$ cat config.mk
export PLATFORM = sky130hd
export DESIGN_NAME = fft_frame_source_flat
export DESIGN_NICKNAME = d
export VERILOG_FILES = /design/src/rtl/fft_frame_source_if.sv /design/src/rtl/fft_frame_source.sv /design/src/flat_wrapper.sv
export SDC_FILE = /design/constraint.sdc
export NUM_CORES = 1
export LEC_CHECK = 0
export BUFFER_PORTS_ARGS = -buffer_cell sky130_fd_sc_hd__buf_2
export CORE_MARGIN = 2
export CORE_UTILIZATION = 63
export CTS_BUF_LIST = sky130_fd_sc_hd__clkbuf_4
export DETAILED_ROUTE_END_ITERATION = 7
export PLACE_DENSITY = 0.77
export SYNTH_ARGS = -nofsm -noshare
export SYNTH_HDL_FRONTEND = slang
export SYNTH_SLANG_ARGS = --single-unit
$ cat constraint.sdc
create_clock -name clk -period 11.78 [get_ports clk]
set_input_delay 1.178 -clock clk [delete_from_list [all_inputs] [get_ports clk]]
set_output_delay 1.178 -clock clk [all_outputs]
set_load 0.02 [all_outputs]
$ cat src/rtl/fft_frame_source_if.sv
// rtl/fft_frame_source_if.sv - sample input and framed output bundle for fft_frame_source
interface fft_frame_source_if #(
    parameter int DATA_W = 32
);
    logic              s_en;
    logic [DATA_W-1:0] s_data;
    logic              do_ready;
    logic              do_en;
    logic              do_last;
    logic [DATA_W-1:0] dout;
    logic [15:0]       frame_cnt;
    logic              overflow;

    // Upstream/downstream environment side: supplies samples and ready, observes frames
    modport master (
        output s_en,
        output s_data,
        output do_ready,
        input  do_en,
        input  do_last,
        input  dout,
        input  frame_cnt,
        input  overflow
    );

    // Frame source side
    modport slave (
        input  s_en,
        input  s_data,
        input  do_ready,
        output do_en,
        output do_last,
        output dout,
        output frame_cnt,
        output overflow
    );
endinterface

$ cat src/rtl/fft_frame_source.sv
// rtl/fft_frame_source.sv - buffers free-running I/Q samples and emits fixed-length frames to the FFT
module fft_frame_source #(
    parameter int FRAME_LEN  = 1024,
    parameter int DATA_W     = 32,
    parameter int FIFO_DEPTH = 16,
    parameter int GAP_CYCLES = 0
) (
    input  logic                clk,
    input  logic                rst_n,
    fft_frame_source_if.slave   bus
);
    localparam int AW = $clog2(FIFO_DEPTH);
    localparam int IW = (FRAME_LEN > 1) ? $clog2(FRAME_LEN) : 1;
    localparam int GW = (GAP_CYCLES > 0) ? $clog2(GAP_CYCLES + 1) : 1;

    localparam logic [AW:0]   FIFO_FULL = (AW + 1)'(FIFO_DEPTH);
    localparam logic [IW-1:0] IDX_LAST  = IW'(FRAME_LEN - 1);
    localparam logic [GW-1:0] GAP_LOAD  = GW'(GAP_CYCLES);
    localparam logic [GW-1:0] GAP_END   = GW'(1);
    localparam bit            HAS_GAP   = (GAP_CYCLES > 0);

    typedef enum logic [1:0] {
        IDLE = 2'd0,
        SEND = 2'd1,
        GAP  = 2'd2
    } state_t;

    // Input FIFO storage; depth is a power of two so pointers wrap naturally
    logic [DATA_W-1:0] mem [FIFO_DEPTH];
    logic [AW-1:0]     wr_ptr;
    logic [AW-1:0]     rd_ptr;
    logic [AW:0]       count;
    logic              overflow_r;

    // Output register and framing state
    state_t            state;
    logic [GW-1:0]     gap_cnt;
    logic [IW-1:0]     idx;
    logic              do_en_r;
    logic              do_last_r;
    logic [DATA_W-1:0] dout_r;
    logic [15:0]       frame_cnt_r;

    logic              fifo_full;
    logic              fifo_empty;
    logic              push;
    logic              beat;
    logic              last_beat;
    logic              load_ok;
    logic              load;
    logic [DATA_W-1:0] head;

    assign fifo_full  = (count == FIFO_FULL);
    assign fifo_empty = (count == '0);
    // A full FIFO drops the sample even if the output register pops this cycle
    assign push       = bus.s_en && !fifo_full;
    assign beat       = do_en_r && bus.do_ready;
    assign last_beat  = beat && do_last_r;
    assign head       = mem[rd_ptr];

    // Decide whether the current state lets the output register take a new sample.
    // With a gap configured, the frame's last beat must not pull the next frame's first
    // sample in behind it; the final gap cycle hands over directly so the idle window
    // on do_en is exactly GAP_CYCLES long.
    always_comb begin
        load_ok = 1'b0;
        case (state)
            IDLE:    load_ok = 1'b1;
            SEND:    load_ok = !(HAS_GAP && last_beat);
            GAP:     load_ok = (gap_cnt == GAP_END);
            default: load_ok = 1'b0;
        endcase
    end

    assign load = load_ok && !fifo_empty && (!do_en_r || beat);

    // Write side of the FIFO storage array; contents need no reset since count gates reads
    always_ff @(posedge clk) begin
        if (push) begin
            mem[wr_ptr] <= bus.s_data;
        end
    end

    // FIFO pointers, occupancy and the sticky drop flag
    always_ff @(posedge clk or negedge rst_n) begin
        if (!rst_n) begin
            wr_ptr     <= '0;
            rd_ptr     <= '0;
            count      <= '0;
            overflow_r <= 1'b0;
        end else begin
            if (push) begin
                wr_ptr <= wr_ptr + 1'b1;
            end
            if (load) begin
                rd_ptr <= rd_ptr + 1'b1;
            end
            count <= count + (AW + 1)'(push) - (AW + 1)'(load);
            if (bus.s_en && fifo_full) begin
                overflow_r <= 1'b1;
            end
        end
    end

    // Framing FSM with the registered output stage, sample index and frame counter
    always_ff @(posedge clk or negedge rst_n) begin
        if (!rst_n) begin
            state       <= IDLE;
            gap_cnt     <= '0;
            idx         <= '0;
            do_en_r     <= 1'b0;
            do_last_r   <= 1'b0;
            dout_r      <= '0;
            frame_cnt_r <= '0;
        end else begin
            if (load) begin
                dout_r    <= head;
                do_en_r   <= 1'b1;
                do_last_r <= (idx == IDX_LAST);
                idx       <= (idx == IDX_LAST) ? '0 : idx + 1'b1;
            end else if (beat) begin
                do_en_r <= 1'b0;
            end

            if (last_beat) begin
                frame_cnt_r <= frame_cnt_r + 16'd1;
            end

            case (state)
                IDLE: begin
                    if (!fifo_empty) begin
                        state <= SEND;
                    end
                end
                SEND: begin
                    if (last_beat) begin
                        if (HAS_GAP) begin
                            state   <= GAP;
                            gap_cnt <= GAP_LOAD;
                        end else if (fifo_empty) begin
                            state <= IDLE;
                        end
                    end
                end
                GAP: begin
                    if (gap_cnt == GAP_END) begin
                        state <= fifo_empty ? IDLE : SEND;
                    end else begin
                        gap_cnt <= gap_cnt - 1'b1;
                    end
                end
                default: begin
                    state <= IDLE;
                end
            endcase
        end
    end

    assign bus.do_en     = do_en_r;
    assign bus.do_last   = do_last_r;
    assign bus.dout      = dout_r;
    assign bus.frame_cnt = frame_cnt_r;
    assign bus.overflow  = overflow_r;

endmodule

$ cat src/flat_wrapper.sv
// flat-port wrapper written by rule: the top's interface ports become plain ports
module fft_frame_source_flat 
#(
    parameter int FRAME_LEN  = 1024,
    parameter int DATA_W     = 32,
    parameter int FIFO_DEPTH = 16,
    parameter int GAP_CYCLES = 0
)
  (clk, rst_n, bus_s_en, bus_s_data, bus_do_ready, bus_do_en, bus_do_last, bus_dout, bus_frame_cnt, bus_overflow);
  fft_frame_source_if #(.DATA_W(DATA_W)) bus_i ();
  input  logic clk;
  input  logic rst_n;
  input wire logic [$bits(bus_i.s_en)-1:0] bus_s_en;
  input wire logic [$bits(bus_i.s_data)-1:0] bus_s_data;
  input wire logic [$bits(bus_i.do_ready)-1:0] bus_do_ready;
  output wire logic [$bits(bus_i.do_en)-1:0] bus_do_en;
  output wire logic [$bits(bus_i.do_last)-1:0] bus_do_last;
  output wire logic [$bits(bus_i.dout)-1:0] bus_dout;
  output wire logic [$bits(bus_i.frame_cnt)-1:0] bus_frame_cnt;
  output wire logic [$bits(bus_i.overflow)-1:0] bus_overflow;
  assign bus_i.s_en = bus_s_en;
  assign bus_i.s_data = bus_s_data;
  assign bus_i.do_ready = bus_do_ready;
  assign bus_do_en = bus_i.do_en;
  assign bus_do_last = bus_i.do_last;
  assign bus_dout = bus_i.dout;
  assign bus_frame_cnt = bus_i.frame_cnt;
  assign bus_overflow = bus_i.overflow;
  fft_frame_source #(.FRAME_LEN(FRAME_LEN), .DATA_W(DATA_W), .FIFO_DEPTH(FIFO_DEPTH), .GAP_CYCLES(GAP_CYCLES)) u_core (.clk(clk), .rst_n(rst_n), .bus(bus_i));
endmodule
==> results.md, run 1 <==
- Post-Synth XOR/XNOR Area: 1.17%
- Total Negative Setup Slacks: 0 ps
- Via count of the first global-routing pass: 11800
- Worst clock skew: 42.0 ps
- Starting density of the core: 63.6%
- Warnings from Yosys: 0
- Tot Pwr: 5.96 mW
- GR Util All Layers: 25.9%
- Transition time of the tightest slew-check pin: 1230 ps
- Clk buf depth: 3
- Final worst setup slack: 8580 ps
- Category of the critical setup timing path: register to register
- Share of final-layout standard cells stronger than drive strength 1: 35.5%
- Final Routed Wirelength: 45.7 mm
- Multiplexer share of the synthesized area: 12.9%
- First-pass GRT wire length: 69.2 mm
- Remaining global-route overflow: 0
- Clock transition at the registers of the reported paths: 70 ps
- Clock network latency to the later pin of the worst-skew pair: 830 ps
- Adder-cell share of the synthesized area: 0.813%
- Cell count after synthesis: 1082
- Class of the worst hold path: primary input to asynchronous set/reset pin
- Row count: 69
- Count of different cell masters after synthesis: 43
- Cts hold-fix bufs: 0
- Detailed placement HPWL: 25.4 mm
- Endpoint type of the worst setup path: register
- Fillers: 2094
- Total standard cell area after synthesis: 22500 sq um
- Simple-gate share of the synthesized area: 3.57%
- Die Footprint: 37200 sq um
- Count of state elements after synthesis: 586
- Worst slew margin: 17.8%
- Setup repair after global routing missed its margin: false
- Setup crit start kind: register
- Number of design-rule violations left by the first detailed-router iteration: 1084
- Data arrival time at the worst-slack endpoint: 3600 ps
- Clock sink count: 586
- Setup slack after placement: 8060 ps
- Via count: 11600
- WL/cell: 24.5 um
- Number of I/O pins: 87
- Total power per unit cell area: 234 nW/um^2
- Post-synth top flop: sky130_fd_sc_hd__edfxtp_1
- ANT nets after route: 0
- Maximum level of the CTS H-tree: 4
- Count of flip-flops with a built-in enable after synthesis: 512
- TritonCTS clock tree: built
- Final cycle utilization of the critical path: 27.2%
- Worst-case vdd ir drop: 0.214 mV
- Critical Path Slowest Stage Cell: sky130_fd_sc_hd__nor2_4
- Summed area of non-filler cells in the final layout: 25500 sq um
- Depth of the worst register-to-register path: 6
- Number of failing setup endpoints in the final timing report: 0
- Critical path buffer and inverter count: 1
- Number of buffers inserted during clock tree synthesis: 144
- Largest family of logic cells by synthesized area: multiplexers
- Synth Area in Compound Gates: 3.16%
- Crit Path Max Fanout: 32
- Total of buffers placed on input and output ports: 86
- Overall die width: 193 um
- Via density: 6.24
- Sequential cell area fraction in the yosys report: 76.7%
- Setup bufs post-CTS: 0
- Kind of cell with the highest combined delay on the critical path: simple AND/OR/NAND/NOR gates
- Outcome: finished, final reports clean
- Max Cap Viol: 0
- Length of the first detailed-routing pass in iterations: 5
- Gates resized, CTS repair: 0
- Final weighted congestion in routability-driven placement: 0.777
- Avg Cell Area, Syn: 20.8 sq um
- Leakage component of the power: 8.79 nW
- Setup slack of the worst register-to-register path: 8580 ps
- Syn Nets: 1132
- DP Area: 23500 sq um
- Shortest clock period the worst path allows after layout: 3200 ps
- Area growth from synthesis to layout: 13.3%
- Crit path required time: 12190 ps
- Maximum cell stage delay along the critical path: 1040 ps
- Fraction of registers with async set/reset: 12.6%
- DRC: 0
- Critical path cell sequence: inv_1 -> ha_1 -> nor4bb_1 -> nor2b_1 -> nand2_1 -> nor2_4
- Max-slew violation count: 0
- Maximum clock frequency: 313 MHz
- Antenna violations before repair: 4
- Library cell used as clock root buffer: sky130_fd_sc_hd__clkbuf_4
- Hold Fails Final Rpt: 0
- Largest net degree at the start of global routing: 104
- Core Box Area: 35300 sq um
- Final #Nets: 1333
- Y dimension of the die: 193 um
- Path length in cells of the critical path: 6
==> Yosys cell counts (13+ instances only) <==
master | number | share of area, %
sky130_fd_sc_hd__a211oi_1 | 19 | 0.63
sky130_fd_sc_hd__nor2b_1 | 22 | 0.61
sky130_fd_sc_hd__a21o_1 | 16 | 0.53
sky130_fd_sc_hd__xnor2_1 | 24 | 0.94
sky130_fd_sc_hd__nor2_1 | 19 | 0.32
sky130_fd_sc_hd__dfrtp_1 | 74 | 8.2
sky130_fd_sc_hd__buf_2 | 15 | 0.33
sky130_fd_sc_hd__a22oi_1 | 26 | 0.87
sky130_fd_sc_hd__ha_1 | 13 | 0.72
sky130_fd_sc_hd__nand3_1 | 14 | 0.31
sky130_fd_sc_hd__o22ai_1 | 19 | 0.53
sky130_fd_sc_hd__a21oi_1 | 17 | 0.38
sky130_fd_sc_hd__mux4_2 | 128 | 13
sky130_fd_sc_hd__edfxtp_1 | 512 | 68
sky130_fd_sc_hd__clkbuf_1 | 24 | 0.40
sky130_fd_sc_hd__inv_1 | 13 | 0.22
sky130_fd_sc_hd__nor3_1 | 23 | 0.51
sky130_fd_sc_hd__nor4_1 | 21 | 0.58
sky130_fd_sc_hd__nand2_1 | 19 | 0.32
==> area by class of cell <==
cell class              instances  area [sq um]  area share [%]
inverters                      14          52.6           0.206
flip-flops and latches        586         17200            67.7
diodes                          3          7.51          0.0295
clock inverters                48           344            1.35
multi-input cells             423          4960            19.5
repair buffers                114           656            2.58
well taps                     461           577            2.27
clock buffers                 217          1630            6.40
==> layer usage <==
metal	global-route usage, %	part of all wire [%]	vias to the layer above
met5	0	0.015	-
met1	36.9	41	6003
met2	39.8	49	584
li1	-	-	4980
met3	6.55	8.6	74
met4	8.98	1.8	2
==> cells by family after synthesis <==
group / count (synthesis)
DFF: 586
and+or+nand+nor: 145
muxes: 129
AOI/OAI and AO/OA: 105
buffers and inverters: 73
xor gates and xnor gates: 30
adders and majority gates: 14
==> sequential cells by signal, indices dropped and copies added (netlist names) <==
name	cells
u_core.count	5
u_core.bus.do_last	1
u_core.bus.overflow	1
u_core.bus.dout	32
u_core.rd_ptr	4
u_core.wr_ptr	4
u_core.bus.do_en	1
u_core.idx	10
u_core.mem	512
u_core.bus.frame_cnt	16
==> power by group <==
group,internal [mW],switching (mW),leakage [nW]
Combinational,0.675,0.818,2.10
Sequential,2.53,0.183,5.53
Clock,0.976,0.775,1.16
Total,4.19,1.78,8.79
==> worst register-to-register path, cell delays in order (launching register included) <==
cell	delay (ps)
sky130_fd_sc_hd__dfrtp_1	340
sky130_fd_sc_hd__inv_1	60
sky130_fd_sc_hd__ha_1	210
sky130_fd_sc_hd__nor4bb_1	150
sky130_fd_sc_hd__nor2b_1	560
sky130_fd_sc_hd__nand2_1	400
sky130_fd_sc_hd__nor2_4	1040
==> worst paths after layout <==
| check | startpoint | to |
|---|---|---|
| worst min register to register | u_core.bus.dout[14] | u_core.bus.dout[14] |
| min in group clk | u_core.bus.dout[14] | u_core.bus.dout[14] |
| worst min-delay path | rst_n | u_core.bus.dout[0] |
| worst max register to register | u_core.count[2] | u_core.mem[6][19] |
| max in group asynchronous | rst_n | u_core.rd_ptr[0] |
| worst max-delay path | u_core.count[2] | u_core.mem[6][19] |
==> per-stage QoR <==
step | util (%) | hold slack [ps] | std cells
2_1_floorplan | - | 438 | 1082
3_3_place_gp | 66.5 | 434 | 1598
3_5_place_dp | 66.5 | 460 | 1598
4_1_cts | 72.1 | 151 | 1863
5_1_grt | 72.1 | 171 | 1864
6_report | 72.1 | 203 | 1866
==> placed cells by master, fill, tap and decap left out, drive strengths merged, types with 16 or more instances in the layout <==
master	instances
buf	114
inv	18
a211oi	19
nor2b	22
nor2	19
xnor2	24
edfxtp	512
o22ai	19
a21oi	17
a22oi	26
a21o	16
dfrtp	74
nor3	23
mux4	128
clkinv	37
nor4	21
nand2	20
clkbuf	217
Note: power is estimated with default switching activity, not from simulation.
==> run 2: changes to the inputs <==
Settings changed: CORE_UTILIZATION 63 to 58, PLACE_DENSITY 0.77 to 0.74.
Clock period 11.78 ns to 2.6 ns, I/O delays scaled along.
==> results.md, run 2 (same netlist as run 1, synthesis figures left out) <==
- Sw Share: 29.8% (+0.032 points)
- Final Routed Wirelength: 46.7 mm (+2.2%)
- Via count: 11800 (+1.0%)
- Leakage component of the power: 9.25 nW (+5.2%)
- GR Util All Layers: 24.2% (-1.7 points)
- Fillers: 2435 (+16%)
- Clock share of power: 27.0% (-2.4 points)
- Worst clock skew: 40.7 ps (-1.28 ps)
- Commonest cells after routing, fill and taps aside: sky130_fd_sc_hd__edfxtp_1, sky130_fd_sc_hd__clkbuf_4, sky130_fd_sc_hd__mux4_2
- Crit Path Max Fanout: 2 (-94%)
- Clock sink count: 586 (unchanged)
- Final #Nets: 1423 (+6.8%)
- Detailed placement HPWL: 26.2 mm (+3.3%)
- Library cell used as clock root buffer: sky130_fd_sc_hd__clkbuf_4
- Total of buffers placed on input and output ports: 86 (unchanged)
- Number of failing setup endpoints in the final timing report: 0 (unchanged)
- Summed area of non-filler cells in the final layout: 26600 sq um (+4.3%)
- Number of I/O pins: 87 (unchanged)
- Die Footprint: 40300 sq um (+8.4%)
- Worst slew margin: 49.5% (+32 points)
- Category of the critical setup timing path: register to register
- Most frequent CP cell: sky130_fd_sc_hd__inv_2
- Core Box Area: 38500 sq um (+8.9%)
- Worst hold-check slack: 204 ps (+1.28 ps)
- Clock network latency to the later pin of the worst-skew pair: 810 ps (-20 ps)
- WL/cell: 23.3 um (-4.7%)
- ANT nets after route: 0 (unchanged)
- Final weighted congestion in routability-driven placement: 0.782 (+0.66%)
- Data arrival time at the worst-slack endpoint: 3240 ps (-360 ps)
- Antenna violations before repair: 3 (-1)
- Maximum cell stage delay along the critical path: 470 ps (-570 ps)
- Maximum level of the CTS H-tree: 4 (unchanged)
- Number of buffers inserted during clock tree synthesis: 143 (-0.69%)
- TritonCTS clock tree: built
- Y dimension of the die: 201 um (+4.1%)
- Max-slew violation count: 0 (unchanged)
- Shortest clock period the worst path allows after layout: 2500 ps (-694 ps)
- DP Area: 24300 sq um (+3.4%)
- Setup crit start kind: register
- Endpoint type of the worst setup path: register
- Clock transition at the registers of the reported paths: 70 ps (about the same)
- Class of the worst hold path: primary input to register
- Internal power contribution: 19.2 mW (+360%)
- Remaining global-route overflow: 0 (unchanged)
- Total power per unit cell area: 1030 nW/um^2 (+340%)
- Number of flip-flops under the largest register name: 512 (unchanged)
- Tot Pwr: 27.3 mW (+360%)
- Sequential group share of total power: 44.8% (-0.8 points)
- Comb power frac: 28.2% (+3.2 points)
- DRC: 0 (unchanged)
- Largest net degree at the start of global routing: 52 (-50%)
- Outcome: finished, final reports clean
- Top register by number of flip-flops: u_core.mem
- Overall die width: 201 um (+4.1%)
- Most common library cell in the layout ignoring fill and taps: sky130_fd_sc_hd__edfxtp_1
- Max Cap Viol: 0 (unchanged)
- Via count of the first global-routing pass: 12400 (+5.5%)
- Clk buf depth: 3 (unchanged)
- Via density: 5.87 (-5.8%)
- Number of design-rule violations left by the first detailed-router iteration: 1147 (+5.8%)
- First-pass GRT wire length: 72.0 mm (+4.1%)
- Reported net switching power: 8.15 mW (+360%)
- Row count: 72 (+4.3%)
- Final cycle utilization of the critical path: 96.3% (+69 points)
- Length of the first detailed-routing pass in iterations: 5 (unchanged)
- Critical path cell sequence: inv_2 -> ha_4 -> or4b_4 -> nand2_4 -> inv_4 -> ha_4 -> inv_2 -> ha_4 -> inv_2 -> fa_2 -> inv_2 -> a21oi_2 -> o21bai_1 -> xnor2_1
- Maximum clock frequency: 399 MHz (+28%)
- Final worst setup slack: 95.9 ps (-8490 ps)
- Area growth from synthesis to layout: 18.2%
- Starting density of the core: 58.4% (-5.2 points)
- Setup slack after placement: -49.3 ps (-8110 ps)
- Crit path required time: 3330 ps (-8860 ps)
- Worst-case vdd ir drop: 0.535 mV (+150%)
- Hold Fails Final Rpt: 0 (unchanged)
- Critical Path Slowest Stage Cell: sky130_fd_sc_hd__or4b_4
- Transition time of the tightest slew-check pin: 751 ps (-479 ps)
- Share of final-layout standard cells stronger than drive strength 1: 38.1% (+2.6 points)
## run 2: cell count changes in the layout (fill, tap and decap cells not counted), sizes merged
cell / change
buf: +55
bufinv: -5
clkbuf: +9
clkinv: -13
clkinvlp: -1
diode: -2
dlygate4sd3: +36
## run 2: layout make-up
type                    count  area (sq um)  area share, %
clock buffers             226          1700           6.39
inverters                  14          55.1          0.207
well taps                 518           648           2.44
multi-input cells         423          5030           19.0
flip-flops and latches    586         17200           64.9
diodes                      1          2.50        0.00942
clock inverters            29           135          0.509
repair buffers            205          1750           6.60
## run 2: path summary, 6_finish.rpt
path                       slack (ps)             endpoint                start  cells after the start
setup / recovery                  100      u_core.count[4]      u_core.count[2]                     14
hold / removal                    200  u_core.bus.overflow             bus_s_en                      3
setup reg to reg                  100      u_core.count[4]      u_core.count[2]                     14
hold reg to reg                   460  u_core.bus.overflow  u_core.bus.overflow                      1
max in group asynchronous        1500  u_core.bus.dout[14]                rst_n                      4
min in group asynchronous         480     u_core.wr_ptr[2]                rst_n                      3
## run 2: repair_timing
item                                    in CTS  in global routing
endpoints found under the setup margin       1                  1
pin swaps                                    1                  6
endpoints found under the hold margin      596                  0
gates resized for setup                      2                  9
hold buffers                                37                  0
setup buffers                                0                  3
## run 2: metal layers
metal | share of wire (%) | vias up | wire (um) | track usage, %
li1 | - | 5147 | - | -
met1 | 41 | 6078 | 19000 | 32.9
met2 | 51 | 474 | 23700 | 39.4
met3 | 7.4 | 60 | 3450 | 6.02
met4 | 1.3 | 2 | 624 | 7.38
met5 | 0.024 | - | 11 | 0
## run 2: through the flow
stage | setup TNS [ps] | cells | util (%)
3_5_place_dp | -49.3 | 1706 | 63.1
6_report | 0 | 2002 | 69.0
3_3_place_gp | -3.68 | 1706 | 63.1
2_1_floorplan | -177300 | 1082 | -
4_1_cts | 0 | 1998 | 68.9
5_1_grt | -29.7 | 2002 | 69.0
## run 2: power groups by stage
stage / clock (mW) / combinational, mW / sequential (mW)
after detailed placement: 0 / 7.63 / 12.4
final: 7.39 / 7.71 / 12.2
after CTS: 7.58 / 7.70 / 12.2
after global placement: 0 / 7.50 / 12.4
after global routing: 8.09 / 8.31 / 12.3
after floorplan: 0 / 5.11 / 12.3
## run 2: critical path, delay by kind of cell (launching register included)
kind / cells / cell delay (ps)
adders and majority gates: 4 / 830
AOI/OAI and AO/OA: 2 / 220
DFF: 1 / 390
xor gates and xnor gates: 1 / 130
buffers and inverters: 5 / 300
and+or+nand+nor: 2 / 560
==> run 3: changes to the inputs <==
Settings changed: ABC_AREA from default to 1.
==> results.md, run 3 <==
- Outcome: finished, final reports clean
- Final worst setup slack: 174 ps (+78.4 ps)
- Clock network latency to the later pin of the worst-skew pair: 860 ps (+50 ps)
- Cell count after synthesis: 2054 (+90%)
- Die Footprint: 42700 sq um (+5.9%)
- Crit Path Max Fanout: 32 (+30)
- Post-route insts no fill: 2924 (+46%)
- Data arrival time at the worst-slack endpoint: 2860 ps (-380 ps)
- Top register by number of flip-flops: u_core.mem
- Transition time of the tightest slew-check pin: 1130 ps (+379 ps)
- Leading cell type by number of instances after synthesis: sky130_fd_sc_hd__nand2_1
- Reported net switching power: 11.2 mW (+37%)
- Most common library cell in the layout ignoring fill and taps: sky130_fd_sc_hd__nand2_1
- Worst-case vdd ir drop: 0.613 mV (+15%)
- Commonest cells after routing, fill and taps aside: sky130_fd_sc_hd__nand2_1, sky130_fd_sc_hd__edfxtp_1, sky130_fd_sc_hd__nand3_1
- Cell types with the largest area share after synthesis: sky130_fd_sc_hd__edfxtp_1, sky130_fd_sc_hd__nand2_1, sky130_fd_sc_hd__dfrtp_1
- Worst-case hold path end point: u_core.bus.overflow
- Hold path cells: 4 (+1)
- Sequential cell area fraction in the yosys report: 72.4% (-4.3 points)
- Count of different cell masters after synthesis: 28 (-35%)
- Count of flip-flops with a built-in enable after synthesis: 512 (unchanged)
- Max Cap Viol: 0 (unchanged)
- Library cell used as clock root buffer: sky130_fd_sc_hd__clkbuf_4
- Detailed placement HPWL: 33.2 mm (+27%)
- Instance count after placement with tap cells included: 2626 (+54%)
- Crit path required time: 3040 ps (-290 ps)
- Start point of the worst hold path: bus_s_en
- GR Util All Layers: 27.9% (+3.7 points)
- Depth of the worst register-to-register path: 7 (-7)
- Number of failing setup endpoints in the final timing report: 0 (unchanged)
- Row count: 74 (+2.8%)
- Total Negative Setup Slacks: 0 ps (unchanged)
- Clk buf depth: 3 (unchanged)
- Clock transition at the registers of the reported paths: 60 ps (about the same)
- Via count of the first global-routing pass: 16200 (+30%)
- Proportion of netlist area held by the largest area contributor: 64.6% (-3.9 points)
- Core Box Area: 40600 sq um (+5.7%)
- Clock sink count: 586 (unchanged)
- Category of the critical setup timing path: register to register
- Length of the first detailed-routing pass in iterations: 6 (+1)
- Number of buffers inserted during clock tree synthesis: 146 (+2.1%)
- Sw Share: 37.1% (+7.3 points)
- Sequential group share of total power: 39.6% (-5.2 points)
- Synth cell count leaders: sky130_fd_sc_hd__nand2_1, sky130_fd_sc_hd__edfxtp_1, sky130_fd_sc_hd__nand3_1, sky130_fd_sc_hd__dfrtp_1, sky130_fd_sc_hd__buf_2
- Leakage component of the power: 11.0 nW (+19%)
- Comb power frac: 33.5% (+5.3 points)
- Total of buffers placed on input and output ports: 86 (unchanged)
- Maximum level of the CTS H-tree: 4 (unchanged)
- Tot Pwr: 30.1 mW (+10%)
- Syn Nets: 2104 (+86%)
- Share of final-layout standard cells stronger than drive strength 1: 17.6% (-21 points)
- ANT nets after route: 0 (unchanged)
- Starting density of the core: 58.6% (+0.17 points)
- Class of the worst hold path: primary input to register
- Setup slack after placement: 189 ps (+238 ps)
- DRC: 0 (unchanged)
- Setup crit start kind: register
- Via density: 5.63 (-4.2%)
- WL/cell: 19.9 um (-15%)
- Final cycle utilization of the critical path: 93.3% (-3.0 points)
- Y dimension of the die: 207 um (+2.9%)
- Worst slew margin: 24.4% (-25 points)
- Cell type with the highest aggregate area in the netlist: sky130_fd_sc_hd__edfxtp_1
- Fraction of registers with async set/reset: 12.6% (unchanged)
- Startpoint of the lowest-slack register-to-register path: u_core.count[2]
- Worst flop-to-flop path endpoint: u_core.mem[1][31]
- Total power per unit cell area: 1100 nW/um^2 (+6.7%)
- Setup repair after global routing missed its margin: false
- Final #Nets: 2329 (+64%)
- Remaining global-route overflow: 0 (unchanged)
- Internal power contribution: 19.0 mW (-1.2%)
- Via count: 16500 (+40%)
- Max-slew violation count: 0 (unchanged)
- First-pass GRT wire length: 89.0 mm (+24%)
- Number of flip-flops under the largest register name: 512 (unchanged)
- Avg Cell Area, Syn: 11.6 sq um (-44%)
- Fillers: 2923 (+20%)
- Number of design-rule violations left by the first detailed-router iteration: 1973 (+72%)
- Area growth from synthesis to layout: 15.2%
- Shortest clock period the worst path allows after layout: 2430 ps (-78.4 ps)
- TritonCTS clock tree: built
- Maximum clock frequency: 412 MHz (+3.2%)
- Overall die width: 207 um (+2.9%)
- Warnings from Yosys: 0 (unchanged)
- Antenna violations before repair: 2 (-1)
- Largest net degree at the start of global routing: 103 (+98%)
- Total standard cell area after synthesis: 23800 sq um (+6.0%)
- Final weighted congestion in routability-driven placement: 0.816 (+4.4%)
- Clock share of power: 26.9% (about the same)
- Endpoint type of the worst setup path: register
- Count of state elements after synthesis: 586 (unchanged)
- Final Routed Wirelength: 58.1 mm (+24%)
- Hold Fails Final Rpt: 0 (unchanged)
- Worst clock skew: 52.1 ps (+11.4 ps)
- Setup slack of the worst register-to-register path: 170 ps (+80 ps)
- Post-synth top flop: sky130_fd_sc_hd__edfxtp_1
- Number of I/O pins: 87 (unchanged)
-- run 3: cell types whose count changed in the layout (fill, tap and decap cells not counted), moves of 21 or more --
| cell | before | now |
|---|---|---|
| sky130_fd_sc_hd__a22oi_1 | 26 | 0 |
| sky130_fd_sc_hd__nand3_1 | 14 | 344 |
| sky130_fd_sc_hd__nor4_1 | 21 | 0 |
| sky130_fd_sc_hd__nand2_1 | 19 | 819 |
| sky130_fd_sc_hd__inv_1 | 8 | 47 |
| sky130_fd_sc_hd__a21oi_1 | 16 | 41 |
| sky130_fd_sc_hd__mux4_2 | 128 | 0 |
| sky130_fd_sc_hd__nor2b_1 | 22 | 0 |
-- run 3: metal layers --
| layer | track usage (%) | wire (um) | vias up |
|---|---|---|---|
| li1 | - | - | 7593 |
| met1 | 38.5 | 23600 | 7933 |
| met2 | 44.2 | 28100 | 826 |
| met3 | 5.53 | 4940 | 102 |
| met4 | 11.4 | 1430 | 0 |
| met5 | 0 | 0 | - |
-- run 3: cell families (layout without fill, tap and decap cells) --
logic type | Yosys count | count (layout) | share of synthesized area, %
and+or+nand+nor | 1212 | 1212 | 21.1
AOI/OAI and AO/OA | 51 | 51 | 1.08
other | 0 | 2 | 0
adders and majority gates | 14 | 14 | 0.767
DFF | 586 | 586 | 72.4
buffers and inverters | 163 | 499 | 3.67
xor gates and xnor gates | 28 | 28 | 1.03
-- run 3: how the worst max path moves through the flow --
stage | from | end | slack (ps)
after floorplan | u_core.count[2] | u_core.mem[11][0] | -190
after global placement | u_core.count[3] | u_core.mem[1][21] | 290
after detailed placement | u_core.count[2] | u_core.count[4] | 190
after CTS | u_core.count[2] | u_core.mem[1][31] | 180
after global routing | u_core.count[2] | u_core.mem[1][22] | 30
final | u_core.count[2] | u_core.mem[1][31] | 170
-- run 3: timing repair --
action / CTS / global route
endpoints found under the setup margin: 0 / 0
setup buffers: 0 / 0
hold buffers: 37 / 0
resized for setup: 0 / 0
endpoints found under the hold margin: 601 / 0
-- run 3: critical path, stage by stage, from the launching register on --
cell and delay [ps]:
sky130_fd_sc_hd__dfrtp_1 350, sky130_fd_sc_hd__inv_1 70, sky130_fd_sc_hd__ha_1 230, sky130_fd_sc_hd__nand4_1 140, sky130_fd_sc_hd__nand2_1 150, sky130_fd_sc_hd__clkinv_1 110
sky130_fd_sc_hd__nand2_1 100, sky130_fd_sc_hd__nor2_4 860
-- run 3: area by class of cell --
class | count | area [sq um] | share of cell area [%]
repair buffers | 187 | 1490 | 5.44
well taps | 532 | 666 | 2.43
clock buffers | 225 | 1690 | 6.16
multi-input cells | 1305 | 5830 | 21.3
clock inverters | 34 | 313 | 1.14
diodes | 2 | 5.00 | 0.0182
flip-flops and latches | 586 | 17200 | 62.8
inverters | 53 | 204 | 0.743
-- run 3: power groups by stage --
stage | logic (mW) | registers [mW] | clock network (mW)
2_1_floorplan | 6.53 | 12.3 | 0
3_3_place_gp | 9.71 | 12.1 | 0
3_5_place_dp | 9.92 | 12.1 | 0
4_1_cts | 10.0 | 11.9 | 8.27
5_1_grt | 11.1 | 12.0 | 8.71
6_report | 10.1 | 11.9 | 8.11
-- run 3: metrics by stage --
step           instance area, sq um  hold WS (ps)  utilization (%)
6_report                      27400           241             67.5
5_1_grt                       27400           221             67.5
3_5_place_dp                  25100           367             61.6
4_1_cts                       27400           163             67.5
2_1_floorplan                 23800         -35.6                -
3_3_place_gp                  25100           363             61.6
